--- src/rtl/pixel_state_if.sv ---
// Control pins from the frame sequencer to the 2x2 pixel array and ADC ramp.
// The master modport drives the pins; the slave modport observes them.
interface pixel_state_if;
  logic erase;
  logic expose;
  logic convert;
  logic read;
  logic read2;
  logic read3;
  logic read4;

  modport master (output erase, expose, convert, read, read2, read3, read4);
  modport slave  (input  erase, expose, convert, read, read2, read3, read4);
endinterface

--- src/rtl/pixel_state.sv ---
// Frame sequencer for a 2x2 pixel array: erase -> expose -> convert -> read 1..4, free-running.
// Moore FSM with a 16-bit dwell counter; every control pin is a registered decode of the state.
module pixel_state #(
  parameter int unsigned C_ERASE   = 5,
  parameter int unsigned C_EXPOSE  = 255,
  parameter int unsigned C_CONVERT = 255,
  parameter int unsigned C_READ    = 5
) (
  input  logic           clk,
  input  logic           reset,
  pixel_state_if.master  pix
);

  // A zero dwell is illegal; treat it as a single-cycle state.
  localparam logic [15:0] ERASE_LAST   = 16'((C_ERASE   == 0) ? 0 : C_ERASE   - 1);
  localparam logic [15:0] EXPOSE_LAST  = 16'((C_EXPOSE  == 0) ? 0 : C_EXPOSE  - 1);
  localparam logic [15:0] CONVERT_LAST = 16'((C_CONVERT == 0) ? 0 : C_CONVERT - 1);
  localparam logic [15:0] READ_LAST    = 16'((C_READ    == 0) ? 0 : C_READ    - 1);

  typedef enum logic [2:0] {
    IDLE    = 3'd0,
    ERASE   = 3'd1,
    EXPOSE  = 3'd2,
    CONVERT = 3'd3,
    READ1   = 3'd4,
    READ2   = 3'd5,
    READ3   = 3'd6,
    READ4   = 3'd7
  } state_t;

  state_t      state_q, state_d;
  logic [15:0] cnt_q, cnt_d;
  // {erase, expose, convert, read, read2, read3, read4}
  logic [6:0]  out_q, out_d;

  always_ff @(posedge clk or negedge reset) begin
    if (!reset) begin
      state_q <= IDLE;
      cnt_q   <= '0;
      out_q   <= '0;
    end else begin
      state_q <= state_d;
      cnt_q   <= cnt_d;
      out_q   <= out_d;
    end
  end

  always_comb begin
    state_d = state_q;
    cnt_d   = cnt_q;
    out_d   = '0;

    case (state_q)
      IDLE:    state_d = ERASE;
      ERASE:   if (cnt_q == ERASE_LAST)   state_d = EXPOSE;
      EXPOSE:  if (cnt_q == EXPOSE_LAST)  state_d = CONVERT;
      CONVERT: if (cnt_q == CONVERT_LAST) state_d = READ1;
      READ1:   if (cnt_q == READ_LAST)    state_d = READ2;
      READ2:   if (cnt_q == READ_LAST)    state_d = READ3;
      READ3:   if (cnt_q == READ_LAST)    state_d = READ4;
      READ4:   if (cnt_q == READ_LAST)    state_d = ERASE;
      default: state_d = IDLE;
    endcase

    if (state_d != state_q) begin
      cnt_d = '0;
    end else if (state_q != IDLE) begin
      cnt_d = cnt_q + 16'd1;
    end

    // Outputs are registered from the next state so each pin mirrors state_q without decode glitches.
    case (state_d)
      ERASE:   out_d = 7'b1000000;
      EXPOSE:  out_d = 7'b0100000;
      CONVERT: out_d = 7'b0010000;
      READ1:   out_d = 7'b0001000;
      READ2:   out_d = 7'b0000100;
      READ3:   out_d = 7'b0000010;
      READ4:   out_d = 7'b0000001;
      default: out_d = 7'b0000000;
    endcase
  end

  assign pix.erase   = out_q[6];
  assign pix.expose  = out_q[5];
  assign pix.convert = out_q[4];
  assign pix.read    = out_q[3];
  assign pix.read2   = out_q[2];
  assign pix.read3   = out_q[1];
  assign pix.read4   = out_q[0];

endmodule

--- src/flat_wrapper.sv ---
// flat-port wrapper written by rule: the top's interface ports become plain ports
module pixel_state_flat 
#(
  parameter int unsigned C_ERASE   = 5,
  parameter int unsigned C_EXPOSE  = 255,
  parameter int unsigned C_CONVERT = 255,
  parameter int unsigned C_READ    = 5
)
  (clk, reset, pix_erase, pix_expose, pix_convert, pix_read, pix_read2, pix_read3, pix_read4);
  pixel_state_if pix_i ();
  input  logic clk;
  input  logic reset;
  output wire logic [$bits(pix_i.erase)-1:0] pix_erase;
  output wire logic [$bits(pix_i.expose)-1:0] pix_expose;
  output wire logic [$bits(pix_i.convert)-1:0] pix_convert;
  output wire logic [$bits(pix_i.read)-1:0] pix_read;
  output wire logic [$bits(pix_i.read2)-1:0] pix_read2;
  output wire logic [$bits(pix_i.read3)-1:0] pix_read3;
  output wire logic [$bits(pix_i.read4)-1:0] pix_read4;
  assign pix_erase = pix_i.erase;
  assign pix_expose = pix_i.expose;
  assign pix_convert = pix_i.convert;
  assign pix_read = pix_i.read;
  assign pix_read2 = pix_i.read2;
  assign pix_read3 = pix_i.read3;
  assign pix_read4 = pix_i.read4;
  pixel_state #(.C_ERASE(C_ERASE), .C_EXPOSE(C_EXPOSE), .C_CONVERT(C_CONVERT), .C_READ(C_READ)) u_core (.clk(clk), .reset(reset), .pix(pix_i));
endmodule
--- config.mk ---
export PLATFORM = sky130hd
export DESIGN_NAME = pixel_state_flat
export DESIGN_NICKNAME = d
export VERILOG_FILES = /design/src/rtl/pixel_state_if.sv /design/src/rtl/pixel_state.sv /design/src/flat_wrapper.sv
export SDC_FILE = /design/constraint.sdc
export NUM_CORES = 1
export LEC_CHECK = 0
export BUFFER_PORTS_ARGS = -buffer_cell sky130_fd_sc_hd__clkbuf_2
export CAP_MARGIN = 10
export CELL_PAD_IN_SITES_DETAIL_PLACEMENT = 1
export CELL_PAD_IN_SITES_GLOBAL_PLACEMENT = 2
export CORE_AREA = 2 2 54 66
export CTS_BUF_LIST = sky130_fd_sc_hd__clkbuf_2
export DETAILED_ROUTE_END_ITERATION = 8
export DIE_AREA = 0 0 56 68
export GPL_TIMING_DRIVEN = 0
export MAX_ROUTING_LAYER = met4
export PLACE_DENSITY_LB_ADDON = 0.1
export SYNTH_ARGS = -nofsm -noshare
export SYNTH_HDL_FRONTEND = slang
export SYNTH_SLANG_ARGS = --single-unit
--- constraint.sdc ---
create_clock -name clk -period 2.8 [get_ports clk]
set_clock_uncertainty 0.05 [all_clocks]
set_input_delay 0.28 -clock clk [delete_from_list [all_inputs] [get_ports clk]]
set_output_delay 0.28 -clock clk [all_outputs]
set_load 0.01 [all_outputs]
==> flow_summary.ini <==
[setup_path]
cp-start-kind = flip-flop
crit_type = flip-flop to flip-flop
cp.required_ns = 3.03
worstPathArrival_ns = 2.37
critPathCaptureType = flip-flop
path_max_fanout = 10

[floorplanning]
fp.dieW_microns = 56
dieArea_sq_mm = 0.00381
die_h_microns = 68
core_area_sq_mm = 0.00322
start_util = 0.412
ioPinCount = 9
rows = 23

[global_route]
grt_pass1_wl_mm = 4.85
grt_pass1_vias = 1087
grt_overflow = 0
grt_max_degree = 27
antenna_found_initial = 0
grt_util_all_layers = 0.171

[routing]
drt-pass1-iter-count = 4
drtAntennaViolNets = 0
dr.first_iter.drc_count = 15
drt_wl_total_mm = 2.97
drc = 0
vias = 1000
wl_per_cell_microns = 16.1
viasPerCell = 5.41

[run_status]
outcome = complete, no violations

[clock_tree]
clk_pin_slew_worst_paths_ns = 0.26
root_buffer = clkbuf_2
htreeDepth = 1
clock_latency_ns = 0.36
post_cts_buffers = 0
cts_tree = yes
ctsResizeCount = 0
cts_sinks = 26
hold_buffers = 1
cts_made_buffers = 3
clk_path_buf_depth = 2

[yosys]
ys_top_cells_by_count = dfrtp_1, nor2_1, nand2_1, xor2_1
synth_top_area_cell = dfrtp_1
syn_area_per_cell_sq_um = 9.83
synthCells = 135
synth-edff-count = 0
netlist.area_leader.share = 0.490
ys_top_cells_by_area = dfrtp_1, nor2_1, xor2_1
syn_nets = 140
yosys_warnings = 0
synthesis.area_sq_mm = 0.00133
async_reset_ff_frac = 1.00
synth-main-ff-cell = dfrtp_1
synth_cell_types = 31
yosys_register_bits = 26
seq_area_frac_synth = 0.490

[power]
max-vdd-ir-drop_v = 0.000307
leakage_uw = 0.000708
powerDensity_mw_per_mm2 = 426

[sta]
fin_crit_sh = 0.764
drv_slew = 0
min_period_ns = 2.14
rsz0062_at_grt = no
setup_violations = 0
max-slew-margin-rel = 0.548
setup_slack_ns = 0.662
hold_viol = 0
max_clock_freq_mhz = 468
finalSetupTns_ns = 0
worst_pin_slew_ns = 0.678

[final_layout]
diodes = 0
drive_gt1_frac = 0.142
fin_nets = 154
multi_input_area_sq_um = 617
n_fill_cell = 391
regArea_sq_um = 651
area_delta_synth_final_pct = 10.7

[place]
pre_cts_ws_ns = 0.710
dp_hpwl_mm = 2.16
io_buffers = 8
place_congestion = 0.752

[run]
maxCapViolations = 0

[hold_path]
min_path_type = input port to async pin
routing by layer:
metal	global-route usage	vias to the layer above	share of wire
li1	-	479	-
met1	0.162	508	0.40
met2	0.353	9	0.57
met3	0.0208	4	0.020
met4	0.0625	0	0.0098
met5	-	-	0
worst max-delay path, cell delays in order (launching register included):
cell and delay, ns:
dfrtp_1 0.48, or4_1 0.62, nor3b_1 0.24, and3_1 0.21, o22a_2 0.23, buf_6 0.17, nor2_1 0.06
power by group:
| part | internal (uW) | leakage [uW] | switching [uW] |
|---|---|---|---|
| Clock | 123 | 0.0000266 | 117 |
| Sequential | 377 | 0.000334 | 0 |
| Combinational | 1.37 | 0.000348 | 7.52 |
per-stage QoR:
step	hold WS (ns)	utilization	cells	total power [uW]	cell area (sq um)
after floorplan	-0.0656	-	135	383	1330
after global placement	0.280	0.439	180	391	1410
after detailed placement	0.300	0.439	180	391	1410
after CTS	0.377	0.456	185	635	1470
after global routing	0.384	0.456	185	648	1470
final	0.375	0.456	185	626	1470
kinds of logic (layout without fill, tap and decap cells):
| logic type | count (synthesis) | after routing | share of synthesized area |
|---|---|---|---|
| AND/OR/NAND/NOR | 67 | 67 | 0.259 |
| flip-flops | 26 | 26 | 0.490 |
| XOR/XNOR | 17 | 17 | 0.118 |
| AO/OA/AOI/OAI | 11 | 11 | 0.0594 |
| buffers and inverters | 11 | 24 | 0.0452 |
| adder cells (fa/ha/maj) | 3 | 3 | 0.0283 |
state kept, by name (all words and copies together), names as in the netlist:
signal / flops
u_core.state_q: 3
u_core.out_q: 7
u_core.cnt_q: 16
path summary, 6_finish.rpt:
path                                    end  slack (ns)        startpoint  depth (start not counted)
max in group asynchronous   u_core.cnt_q[0]        1.88             reset                          2
min reg2reg                u_core.cnt_q[13]        0.56  u_core.cnt_q[13]                          2
max                         u_core.cnt_q[2]        0.66   u_core.cnt_q[4]                          6
min in group clk           u_core.cnt_q[13]        0.56  u_core.cnt_q[13]                          2
max reg2reg                 u_core.cnt_q[2]        0.66   u_core.cnt_q[4]                          6
min                         u_core.out_q[6]        0.38             reset                          2
cell type report:
| type | count | area share |
|---|---|---|
| sequential | 26 | 0.443 |
| inverter | 5 | 0.0128 |
| clock inverter | 1 | 0.0204 |
| multi-input combinational | 98 | 0.420 |
| clock buffer | 3 | 0.0102 |
| tap | 37 | 0.0315 |
| buffer | 6 | 0.0281 |
| timing repair buffer | 9 | 0.0341 |
cells in the final DEF (no fill, tap or decap), drive strengths merged, types with 4 or more instances in the layout:
cell	count
dfrtp	26
and3	4
nor2	27
nand3	6
nand2	12
xnor2	6
clkbuf	15
a21oi	4
xor2	11
nand4	6
inv	5
(Power assumes the default switching activity.)
